--- src/rtl/wb_pkg.sv ---
// Shared definitions for the Wishbone master adapter: bus widths, the
// default bus-cycle timeout and the adapter FSM state encoding.
package wb_pkg;

  localparam int WB_ADDR_W          = 32;
  localparam int WB_DATA_W          = 32;
  localparam int WB_SEL_W           = 4;
  localparam int WB_TIMEOUT_DEFAULT = 255;

  typedef enum logic [1:0] {
    ST_IDLE = 2'd0,
    ST_BUS  = 2'd1,
    ST_RESP = 2'd2
  } wb_state_e;

  // Read data returned to the requester on a normal acknowledge:
  // the slave data for reads, zero for writes.
  function automatic logic [WB_DATA_W-1:0] ack_rdata(input logic we,
                                                     input logic [WB_DATA_W-1:0] dat);
    logic [WB_DATA_W-1:0] res;
    if (we) begin
      res = {WB_DATA_W{1'b0}};
    end else begin
      res = dat;
    end
    return res;
  endfunction

endpackage

--- src/rtl/wb_master_timer.sv ---
// Bus-cycle watchdog: counts cycles while run_i is high and flags the
// cycle in which the TIMEOUT_CYCLES-th consecutive cycle is reached.
// A TIMEOUT_CYCLES of 0 disables expiry altogether.
module wb_master_timer
  import wb_pkg::*;
#(
  parameter int TIMEOUT_CYCLES = WB_TIMEOUT_DEFAULT
) (
  input  logic clk_i,
  input  logic rst_i,
  input  logic clear_i,
  input  logic run_i,
  output logic expired_o
);

  localparam logic [31:0] LIMIT   = 32'(TIMEOUT_CYCLES);
  localparam logic        ENABLED = (TIMEOUT_CYCLES != 0);

  logic [31:0] count_q;
  logic [31:0] count_d;
  logic        expired_s;

  // Expiry is flagged in the last allowed cycle so the owner terminates at that edge.
  always_comb begin
    expired_s = 1'b0;
    if (ENABLED && run_i && (count_q == (LIMIT - 32'd1))) begin
      expired_s = 1'b1;
    end else begin
      expired_s = 1'b0;
    end
  end

  // Next count: clear dominates, otherwise advance while running and not yet expired.
  always_comb begin
    count_d = count_q;
    if (clear_i) begin
      count_d = 32'd0;
    end else if (ENABLED && run_i && !expired_s) begin
      count_d = count_q + 32'd1;
    end else begin
      count_d = count_q;
    end
  end

  // Counter register with asynchronous reset.
  always_ff @(posedge clk_i or posedge rst_i) begin
    if (rst_i) begin
      count_q <= 32'd0;
    end else begin
      count_q <= count_d;
    end
  end

  assign expired_o = expired_s;

endmodule

--- src/rtl/wishbone_master_adapter.sv ---
// Converts a valid/ready request + response handshake into single
// Wishbone classic transfers. One transfer is in flight at a time:
// IDLE accepts a request, BUS holds the Wishbone cycle until ack, err or
// timeout, RESP presents the result until the requester takes it.
module wishbone_master_adapter
  import wb_pkg::*;
#(
  parameter int TIMEOUT_CYCLES = WB_TIMEOUT_DEFAULT
) (
  input  logic                 clk_i,
  input  logic                 rst_i,
  input  logic                 req_valid_i,
  output logic                 req_ready_o,
  input  logic [WB_ADDR_W-1:0] req_addr_i,
  input  logic [WB_DATA_W-1:0] req_wdata_i,
  input  logic [WB_SEL_W-1:0]  req_sel_i,
  input  logic                 req_we_i,
  output logic                 rsp_valid_o,
  input  logic                 rsp_ready_i,
  output logic [WB_DATA_W-1:0] rsp_rdata_o,
  output logic                 rsp_err_o,
  output logic [WB_ADDR_W-1:0] wb_adr_o,
  output logic [WB_DATA_W-1:0] wb_dat_o,
  output logic [WB_SEL_W-1:0]  wb_sel_o,
  output logic                 wb_we_o,
  output logic                 wb_cyc_o,
  output logic                 wb_stb_o,
  input  logic [WB_DATA_W-1:0] wb_dat_i,
  input  logic                 wb_ack_i,
  input  logic                 wb_err_i
);

  wb_state_e            state_q, state_d;
  logic [WB_ADDR_W-1:0] adr_q, adr_d;
  logic [WB_DATA_W-1:0] dat_q, dat_d;
  logic [WB_SEL_W-1:0]  sel_q, sel_d;
  logic                 we_q, we_d;
  logic                 cyc_q, cyc_d;
  logic                 ready_q, ready_d;
  logic                 rvalid_q, rvalid_d;
  logic [WB_DATA_W-1:0] rdata_q, rdata_d;
  logic                 rerr_q, rerr_d;
  logic                 timer_clear_s;
  logic                 timer_run_s;
  logic                 timer_expired_s;

  assign timer_run_s   = (state_q == ST_BUS);
  assign timer_clear_s = (state_q != ST_BUS);

  wb_master_timer #(
    .TIMEOUT_CYCLES(TIMEOUT_CYCLES)
  ) u_timer (
    .clk_i    (clk_i),
    .rst_i    (rst_i),
    .clear_i  (timer_clear_s),
    .run_i    (timer_run_s),
    .expired_o(timer_expired_s)
  );

  // Next-state and next-output logic; slave inputs are only looked at in BUS.
  always_comb begin
    state_d  = state_q;
    adr_d    = adr_q;
    dat_d    = dat_q;
    sel_d    = sel_q;
    we_d     = we_q;
    cyc_d    = cyc_q;
    rvalid_d = rvalid_q;
    rdata_d  = rdata_q;
    rerr_d   = rerr_q;
    case (state_q)
      ST_IDLE: begin
        if (req_valid_i && ready_q) begin
          adr_d   = req_addr_i;
          dat_d   = req_wdata_i;
          sel_d   = req_sel_i;
          we_d    = req_we_i;
          cyc_d   = 1'b1;
          state_d = ST_BUS;
        end else begin
          state_d = ST_IDLE;
        end
      end
      ST_BUS: begin
        // err outranks ack, and either outranks the timeout
        if (wb_err_i) begin
          rdata_d  = {WB_DATA_W{1'b0}};
          rerr_d   = 1'b1;
          cyc_d    = 1'b0;
          rvalid_d = 1'b1;
          state_d  = ST_RESP;
        end else if (wb_ack_i) begin
          rdata_d  = ack_rdata(we_q, wb_dat_i);
          rerr_d   = 1'b0;
          cyc_d    = 1'b0;
          rvalid_d = 1'b1;
          state_d  = ST_RESP;
        end else if (timer_expired_s) begin
          rdata_d  = {WB_DATA_W{1'b0}};
          rerr_d   = 1'b1;
          cyc_d    = 1'b0;
          rvalid_d = 1'b1;
          state_d  = ST_RESP;
        end else begin
          state_d = ST_BUS;
        end
      end
      ST_RESP: begin
        if (rsp_ready_i) begin
          rvalid_d = 1'b0;
          state_d  = ST_IDLE;
        end else begin
          state_d = ST_RESP;
        end
      end
      default: begin
        cyc_d    = 1'b0;
        rvalid_d = 1'b0;
        state_d  = ST_IDLE;
      end
    endcase
    // ready is registered, so it reflects the state being entered
    if (state_d == ST_IDLE) begin
      ready_d = 1'b1;
    end else begin
      ready_d = 1'b0;
    end
  end

  // State and output registers; reset drops any transfer in flight.
  always_ff @(posedge clk_i or posedge rst_i) begin
    if (rst_i) begin
      state_q  <= ST_IDLE;
      adr_q    <= {WB_ADDR_W{1'b0}};
      dat_q    <= {WB_DATA_W{1'b0}};
      sel_q    <= {WB_SEL_W{1'b0}};
      we_q     <= 1'b0;
      cyc_q    <= 1'b0;
      ready_q  <= 1'b0;
      rvalid_q <= 1'b0;
      rdata_q  <= {WB_DATA_W{1'b0}};
      rerr_q   <= 1'b0;
    end else begin
      state_q  <= state_d;
      adr_q    <= adr_d;
      dat_q    <= dat_d;
      sel_q    <= sel_d;
      we_q     <= we_d;
      cyc_q    <= cyc_d;
      ready_q  <= ready_d;
      rvalid_q <= rvalid_d;
      rdata_q  <= rdata_d;
      rerr_q   <= rerr_d;
    end
  end

  assign req_ready_o = ready_q;
  assign rsp_valid_o = rvalid_q;
  assign rsp_rdata_o = rdata_q;
  assign rsp_err_o   = rerr_q;
  assign wb_adr_o    = adr_q;
  assign wb_dat_o    = dat_q;
  assign wb_sel_o    = sel_q;
  assign wb_we_o     = we_q;
  assign wb_cyc_o    = cyc_q;
  assign wb_stb_o    = cyc_q;

endmodule

--- config.mk ---
export PLATFORM = sky130hd
export DESIGN_NAME = wishbone_master_adapter
export DESIGN_NICKNAME = d
export VERILOG_FILES = /design/src/rtl/wb_pkg.sv /design/src/rtl/wb_master_timer.sv /design/src/rtl/wishbone_master_adapter.sv
export SDC_FILE = /design/constraint.sdc
export NUM_CORES = 1
export LEC_CHECK = 0
export CAP_MARGIN = 25
export CORE_ASPECT_RATIO = 2
export CORE_MARGIN = 8
export CORE_UTILIZATION = 41
export DETAILED_ROUTE_END_ITERATION = 8
export PLACE_DENSITY = 0.85
export SETUP_SLACK_MARGIN = 0.4
export SLEW_MARGIN = 10
export SYNTH_ARGS = -nofsm -noshare
export SYNTH_HDL_FRONTEND = slang
export SYNTH_HIERARCHICAL = 1
export SYNTH_SLANG_ARGS = --single-unit
--- constraint.sdc ---
create_clock -name clk_i -period 4.2 [get_ports clk_i]
set_input_delay 1.26 -clock clk_i [delete_from_list [all_inputs] [get_ports clk_i]]
set_output_delay 1.26 -clock clk_i [all_outputs]
set_load 0.1 [all_outputs]
==> flow_metrics.tcl, run 1 <==
set metrics [dict create \
    drv_cap 0 \
    cp.required_ns 2.94 \
    grt_max_degree 51 \
    yosys_most_used_dff "dfrtp_1" \
    slew_viol_final 0 \
    cts_root_buf "clkbuf_16" \
    endpoint "wb_we_o" \
    pin_count 213 \
    setup_viol 0 \
    syn-num-nets 542 \
    slew_headroom_pct 30.7 \
    num_rows 63 \
    ys_seq_elements 139 \
    port-buffer-count 212 \
    status "complete, no violations" \
    worstSetupEndpointType "primary output" \
    synth_cells 433 \
    synthToLayoutAreaGrowth_pct 45.3 \
    final_hold_viol_count 0 \
    clkSlewWorstSetupHoldPaths_ns 0.06 \
    final_common_cell "clkdlybuf4s50_1" \
    gp_congestion 0.816 \
    syn_area_mm2 0.00610 \
    post_cts_buffers 0 \
    die_h_um 188 \
    final_nets 758 \
    clk_path_buf_depth 2 \
    routed_wl_mm 16.5 \
    drive_gt1_share_pct 17.3 \
    seq_area_frac_synth_pct 57.0 \
    drtIter0Drc 198 \
    clk_latency_ns 0.41 \
    postRouteAntennaNets 0 \
    dieWidth_um 102 \
    grt_pass1_wl_mm 26.2 \
    synthTopCellsByArea "dfrtp_1, mux2_4, a22o_1" \
    rsz0062_at_grt "no" \
    crit_fanout 3 \
    grt_pass1_vias 4844 \
    hold_path.class "flop to flop" \
    slowest_delay_ns 1.18 \
    netlist-cell-type-count 48 \
    drcViolationCount 0 \
    clock_skew_ns 0.0121 \
    cts_hold_buf 0 \
    synth_top_area_share_pct 57.0 \
    clock-sinks 139 \
    pre_cts_ws_ns 0.964 \
    cts_made_buffers 17 \
    viasPerCell 5.16 \
    synth_edf_count 0 \
    avgRoutedWirePerCell_um 19.3 \
    reg2reg_from "state_q[0]" \
    arrival_ns 2.02 \
    period_needed_ns 3.28 \
    slowest_stage "clkdlybuf4s50_1" \
    core_area_mm2 0.0147 \
    tns_ns 0 \
    htreeDepth 4 \
    crit_family "buffers and inverters" \
    die-area_mm2 0.0193 \
    antenna_cells 0 \
    crit_start "wb_we_o" \
    cp_num_buf_inv 1 \
    cp.depth 1 \
    yosysWarnings 6 \
    cts-resized-gates 0 \
    fmax_ghz 0.305 \
    crit_chain "clkdlybuf4s50_1" \
    grt_use_total_pct 17.4 \
    path_class "flop to primary output" \
    reg2reg_to "rsp_rdata_o[7]" \
    cts_tree "built" \
    syn_area_per_cell_um2 14.1 \
    antenna_found_initial 0 \
    hpwl_mm 12.3 \
    dr.pass1.iters 4 \
    reg2regPathDepth 8 \
    start_util_pct 41.6 \
    worstSetupStartpointType "flop" \
    regToRegSetupSlack_ns 1.68 \
    synth-async-reset-ratio_pct 100 \
    layout_common_cells "clkdlybuf4s50_1, dfrtp_1, mux2_4, a22o_1, nor2_1" \
    vias 4413 \
    overflow 0 \
    worst_slack_ns 0.923 \
    worstMarginPinSlew_ns 1.04 \
    fin_crit_sh_pct 78.0 \
    yosysTopAreaCell "dfrtp_1" \
]
per-stage QoR:
step           hold WS (ns)  cells  utilization, %  cell area, um2
2_1_floorplan         0.485    433               -            6100
6_report              0.505    855            60.4            8860
4_1_cts               0.510    855            60.4            8860
3_5_place_dp          0.491    825            56.8            8320
3_3_place_gp          0.488    825            56.8            8320
5_1_grt               0.515    855            60.4            8860
sequential cells by signal (all words and copies together) (netlist names):
register and cells:
wb_sel_o 4, req_ready_o 1, wb_adr_o 32, rsp_err_o 1
wb_we_o 1, rsp_rdata_o 32, wb_cyc_o 1, u_timer/count_q 32
rsp_valid_o 1, wb_dat_o 32, state_q 2
layout make-up:
cell class	instances	area, um2
multi-input combinational	263	2360
clock buffer	22	464
timing repair buffer	219	2200
sequential	139	3480
tap	195	244
fill	1138	5800
inverter	9	37.5
clock inverter	8	71.3
cell usage after synthesis, types with 2 or more instances:
cell type and count:
nand3_1 9, o211ai_1 3, nor2_1 30, dfrtp_1 139, nor3_1 4, xor2_1 17, and2_1 4, ha_1 2
mux2_4 67, nor4_1 8, and4bb_1 2, a21oi_1 5, and3_1 6, o31ai_1 2, buf_12 6, buf_2 7
inv_1 8, or4_1 3, nand2_1 15, xnor2_1 7, o21ai_0 5, nand4_1 14, clkbuf_1 4, a22o_1 32
mux2_2 2, buf_6 3, or3_1 2, and4_1 7
routing by layer:
layer / GRT usage [%] / wire, um / vias up
li1: - / - / 1999
met1: 21.0 / 6870 / 2132
met2: 26.3 / 7280 / 260
met3: 8.32 / 2100 / 22
met4: 5.86 / 242 / 0
met5: 0 / 0 / -
worst min-delay path by stage:
stage                                from         endpoint  slack [ns]  cells past startpoint
after floorplan                state_q[1]      req_ready_o        0.48                      1
after global placement     rsp_rdata_o[7]   rsp_rdata_o[7]        0.49                      1
after detailed placement  rsp_rdata_o[23]  rsp_rdata_o[23]        0.49                      1
after CTS                    wb_adr_o[13]     wb_adr_o[13]        0.51                      1
after global routing       rsp_rdata_o[1]   rsp_rdata_o[1]        0.52                      1
final                     rsp_rdata_o[11]  rsp_rdata_o[11]        0.50                      1
kinds of logic after synthesis:
group,after synthesis,synth area share (%)
simple gates,114,11.0
flops,139,57.0
fa+ha+maj,2,0.410
compound gates,54,7.00
mux,69,16.9
buf+inv,31,4.27
xor+xnor,24,3.45
Power of run 1 is left out: the tool's default activity adds up to more than one toggle a clock period on the data nets, which glitch-free logic cannot reach.
==> run 2: changes to the inputs <==
==> constraint.sdc (replaced) <==
create_clock -name clk_i -period 2.7 [get_ports clk_i]
set_input_delay 0.81 -clock clk_i [delete_from_list [all_inputs] [get_ports clk_i]]
set_output_delay 0.81 -clock clk_i [all_outputs]
set_load 0.1 [all_outputs]
==> run 2 against run 1 <==
- critical path depth rose by 5
- clock-buffer cell count rose by 1
- die area did not move
- worst setup slack got worse by 0.43 ns
- final area fell by 0.78%
- via count rose by 1.4%
- first-iteration DRC count rose by 6.1%
- hold slack barely moved
- final cell count rose by 0.82%
- routed wire length rose by 3.5%
- flip-flop and latch count did not move
==> flow_metrics.tcl, run 2 (synthesized netlist as in run 1, its figures left out) <==
set metrics [dict create \
    cp.required_ns 2.97 \
    final_common_cell "dfrtp_1" \
    regToRegSetupSlack_ns 0.49 \
    fmax_ghz 0.453 \
    crit_fanout 8 \
    final_hold_viol_count 0 \
    dpl_cell_area_mm2 0.00812 \
    path_class "flop to flop" \
    ff_latch_area_mm2 0.00348 \
    cts_tree "built" \
    worstSetupEndpointType "flop" \
    pre_cts_ws_ns 0.363 \
    min_to "rsp_rdata_o[6]" \
    post_cts_buffers 0 \
    htreeDepth 4 \
    viasPerCell 5.19 \
    grt_use_total_pct 18.0 \
    start_util_pct 41.6 \
    arrival_ns 2.48 \
    vias 4473 \
    worstMarginPinSlew_ns 0.640 \
    clk_path_buf_depth 2 \
    final_nets 763 \
    cts_root_buf "clkbuf_16" \
    antenna_cells 0 \
    slew_headroom_pct 57.2 \
    routed_wl_mm 17.1 \
    clk_latency_ns 0.41 \
    clock-sinks 139 \
    utilization_pct 59.9 \
    clock_skew_ns 0.0113 \
    n_fill_cell 1163 \
    gp_congestion 0.814 \
    final_area_mm2 0.00879 \
    num_rows 63 \
    die_h_um 188 \
    drive_gt1_share_pct 34.6 \
    min_from "rsp_rdata_o[6]" \
    grt_pass1_wl_mm 27.1 \
    core_area_mm2 0.0147 \
    worstSetupStartpointType "flop" \
    hold_path.class "flop to flop" \
    status "complete, no violations" \
    rsz0062_at_grt "no" \
    avgRoutedWirePerCell_um 19.8 \
    multi_input_area_mm2 0.00237 \
    cts_made_buffers 17 \
    period_needed_ns 2.21 \
    grt_pass1_vias 4950 \
    layout_common_cells "dfrtp_1, buf_4, clkdlybuf4s50_1, mux2_4, a22o_1" \
    synthToLayoutAreaGrowth_pct 44.1 \
    drcViolationCount 0 \
    tns_ns 0 \
    reg2regPathDepth 6 \
    whs_path_depth 1 \
    drtIter0Drc 210 \
    overflow 0 \
    setup_viol 0 \
    grt_max_degree 56 \
    port-buffer-count 212 \
    fin_crit_sh_pct 81.8 \
    worst_slack_ns 0.491 \
    dr.pass1.iters 4 \
    cts_hold_buf 0 \
    reg2reg_to "u_timer/count_q[30]" \
    dieWidth_um 102 \
    reg2reg_from "u_timer/count_q[1]" \
    hpwl_mm 12.5 \
    pin_count 213 \
    antenna_found_initial 0 \
    postRouteAntennaNets 0 \
    clkSlewWorstSetupHoldPaths_ns 0.06 \
    drv_cap 0 \
    slew_viol_final 0 \
    die-area_mm2 0.0193 \
]
[run 2: cell count changes in the layout (fill, tap and decap cells not counted)]
cell,previous run,this run
clkdlybuf4s50_1,212,106
clkbuf_8,2,5
bufinv_16,1,4
nor4_1,8,6
nor4_2,1,3
clkinvlp_4,2,5
clkinv_2,5,0
clkbuf_1,3,1
buf_12,2,4
buf_4,5,114
[run 2: worst max-delay path by stage]
stage | start | end | slack [ns] | cells past startpoint
floorplan | wb_cyc_o | wb_stb_o | 0.55 | 1
global placement | req_valid_i | wb_dat_o[31] | 0.40 | 4
detailed placement | req_valid_i | wb_adr_o[7] | 0.36 | 4
CTS | u_timer/count_q[10] | rsp_rdata_o[15] | 0.47 | 7
global route | u_timer/count_q[9] | rsp_rdata_o[15] | 0.39 | 7
finish | u_timer/count_q[1] | u_timer/count_q[30] | 0.49 | 6
[run 2: per-stage QoR]
| stage | instances | hold WS (ns) |
|---|---|---|
| after floorplan | 433 | 0.485 |
| after global placement | 830 | 0.491 |
| after detailed placement | 830 | 0.493 |
| after CTS | 862 | 0.511 |
| after global routing | 862 | 0.515 |
| final | 862 | 0.505 |
[run 2: per-layer routing]
metal  vias up  track usage (%)  routed length, um
li1       2018                -                  -
met2       234             28.5               8060
met5         -                0                  0
met3        19             7.21               1930
met4         0             6.37                289
met1      2202             21.4               6790
[run 2: area by class of cell]
type                            count  area share (%)
Tap cell                          195            2.78
Multi-Input combinational cell    263            27.0
Sequential cell                   139            39.6
Clock buffer                       23            5.67
Inverter                            9           0.427
Clock inverter                      9            1.81
Timing Repair Buffer              224            22.7
[run 2: critical path, stage by stage, from the launching register on]
cell	delay [ns]
dfrtp_1	0.42
ha_1	0.22
nand3_1	0.22
nor2_1	0.57
nand3_1	0.20
o311ai_1	0.31
o41ai_1	0.14
[run 2: timing repair]
item / in CTS / in global routing
endpoints found under the setup margin: 0 / 32
gates resized for setup: 0 / 2
endpoints found under the hold margin: 0 / 0
Power of run 2 is left out for the same reason.
==> run 3: changes to the inputs <==
==> constraint.sdc (replaced) <==
create_clock -name clk_i -period 1.9 [get_ports clk_i]
set_input_delay 0.57 -clock clk_i [delete_from_list [all_inputs] [get_ports clk_i]]
set_output_delay 0.57 -clock clk_i [all_outputs]
set_load 0.1 [all_outputs]
==> run 3 against run 2 <==
- the flow now finishes with violations (negative setup slack)
- global-route usage rose by 8.3 points
- clock-buffer cell count fell by 5
- routed wire length rose by 61%
- die area did not move
- clock skew fell by 0.00051 ns
- critical path depth rose by 1
- worst setup slack got worse by 0.73 ns
- maximum frequency rose by 3.2%
- register-to-register slack got worse by 0.73 ns
- via count rose by 26%
- utilization rose by 22 points
- final area rose by 37%
- critical endpoint is now u_timer/count_q[8]
==> flow_metrics.tcl, run 3 (synthesized netlist as in run 1, its figures left out) <==
set metrics [dict create \
    cp.required_ns 2.19 \
    worstSetupStartpointType "flop" \
    dpl_cell_area_mm2 0.00987 \
    clock-sinks 139 \
    worstMarginPinSlew_ns 0.442 \
    htreeDepth 4 \
    path_class "flop to flop" \
    cts_root_buf "clkbuf_16" \
    dr.pass1.iters 5 \
    antenna_found_initial 2 \
    reg2regPathDepth 7 \
    grt_pass1_vias 6258 \
    layout_common_cells "buf_4, dfrtp_1, buf_12, clkdlybuf4s50_1, mux2_4" \
    viasPerCell 5.49 \
    highest_layer "met5" \
    final_common_cell "buf_4" \
    slew_viol_final 0 \
    grt_use_total_pct 26.4 \
    whs_path_depth 1 \
    final_hold_viol_count 0 \
    cts_made_buffers 17 \
    drive_gt1_share_pct 53.7 \
    grt_pass1_wl_mm 37.6 \
    clkSlewWorstSetupHoldPaths_ns 0.06 \
    fmax_ghz 0.467 \
    core_area_mm2 0.0147 \
    slowest_delay_ns 0.45 \
    fin_crit_sh_pct 113 \
    gp_congestion 0.853 \
    slowest_stage "nor4_1" \
    status "finished, violations left" \
    start_util_pct 41.6 \
    routed_wl_mm 27.5 \
    die-area_mm2 0.0193 \
    hpwl_mm 15.1 \
    die_h_um 188 \
    crit_chain "nor4_1 -> nand4_1 -> buf_4 -> buf_6 -> o211ai_1 -> xor2_1 -> nor2_1" \
    worstSetupEndpointType "flop" \
    n_fill_cell 721 \
    wl_met2_mm 14.2 \
    final_nets 929 \
    dieWidth_um 102 \
    postRouteAntennaNets 0 \
    num_rows 63 \
    final_area_mm2 0.0120 \
    rsz0062_at_grt "yes" \
    drcViolationCount 0 \
    period_needed_ns 2.14 \
    overflow 0 \
    violations "negative setup slack" \
    clk_latency_ns 0.42 \
    pin_count 213 \
    wl_met1_mm 9.44 \
    clock_skew_ns 0.0108 \
    drv_cap 0 \
    drtIter0Drc 395 \
    cts_tree "built" \
    worst_slack_ns -0.241 \
    setup_viol 43 \
    antenna_cells 0 \
    clk_path_buf_depth 2 \
    grt_max_degree 60 \
    hold_path.class "flop to flop" \
    port-buffer-count 212 \
    vias 5646 \
    arrival_ns 2.43 \
    slew_headroom_pct 70.3 \
    dr_wl_met3_mm 2.55 \
    avgRoutedWirePerCell_um 26.7 \
    synthToLayoutAreaGrowth_pct 96.8 \
    crit_fanout 5 \
]
run 3: changes by cell type in the layout (fill, tap and decap cells not counted), sizes merged, moves of 2 or more:
cell / before / now
clkbuf: 23 / 19
clkinv: 1 / 7
buf: 118 / 281
clkinvlp: 5 / 3
run 3: routing by layer:
| metal | global-route usage, % | vias up |
|---|---|---|
| met4 | 11.0 | 4 |
| li1 | - | 2344 |
| met5 | 0 | - |
| met3 | 9.87 | 92 |
| met1 | 27.7 | 2820 |
| met2 | 45.2 | 386 |
run 3: through the flow:
stage	utilization (%)	hold WS, ns	instances	TNS, ns	worst slack, ns
final	81.8	0.546	1028	-7.24	-0.241
after global routing	81.8	0.556	1028	-6.76	-0.234
after CTS	78.9	0.547	988	-1.06	-0.0472
after detailed placement	67.3	0.557	873	-15.74	-0.216
after global placement	67.3	0.538	873	-12.36	-0.176
after floorplan	-	0.479	433	-1.06	-0.0700
run 3: worst max-delay path, delay by kind of cell (launching register included):
kind | cells | cell delay [ns]
xor gates and xnor gates | 1 | 0.21
buffers and inverters | 2 | 0.33
DFF | 1 | 0.40
and+or+nand+nor | 3 | 0.78
AOI/OAI and AO/OA | 1 | 0.29
run 3: what timing repair did:
action	CTS	global route
hold buffers	0	0
endpoints found under the hold margin	0	0
pin swaps	33	29
resized for setup	77	25
gates cloned	6	1
setup buffers	77	39
endpoints found under the setup margin	243	245
run 3: final cells by class:
cell class | count | area (um2) | area share, %
Sequential cell | 139 | 3490 | 29.1
Clock buffer | 18 | 439 | 3.66
Inverter | 9 | 45.0 | 0.375
Timing Repair Buffer | 388 | 4870 | 40.6
Multi-Input combinational cell | 265 | 2710 | 22.6
Tap cell | 195 | 244 | 2.03
Clock inverter | 14 | 194 | 1.62
run 3: final timing paths:
| check | slack (ns) | endpoint | from |
|---|---|---|---|
| worst min-delay path | 0.55 | wb_cyc_o | state_q[0] |
| worst min register to register | 0.55 | wb_cyc_o | state_q[0] |
| worst max register to register | -0.24 | u_timer/count_q[8] | u_timer/count_q[21] |
| worst max-delay path | -0.24 | u_timer/count_q[8] | u_timer/count_q[21] |
| max in group asynchronous | 0.87 | u_timer/count_q[7] | rst_i |
| min in group asynchronous | 0.69 | wb_cyc_o | rst_i |
Power of run 3 is left out for the same reason.
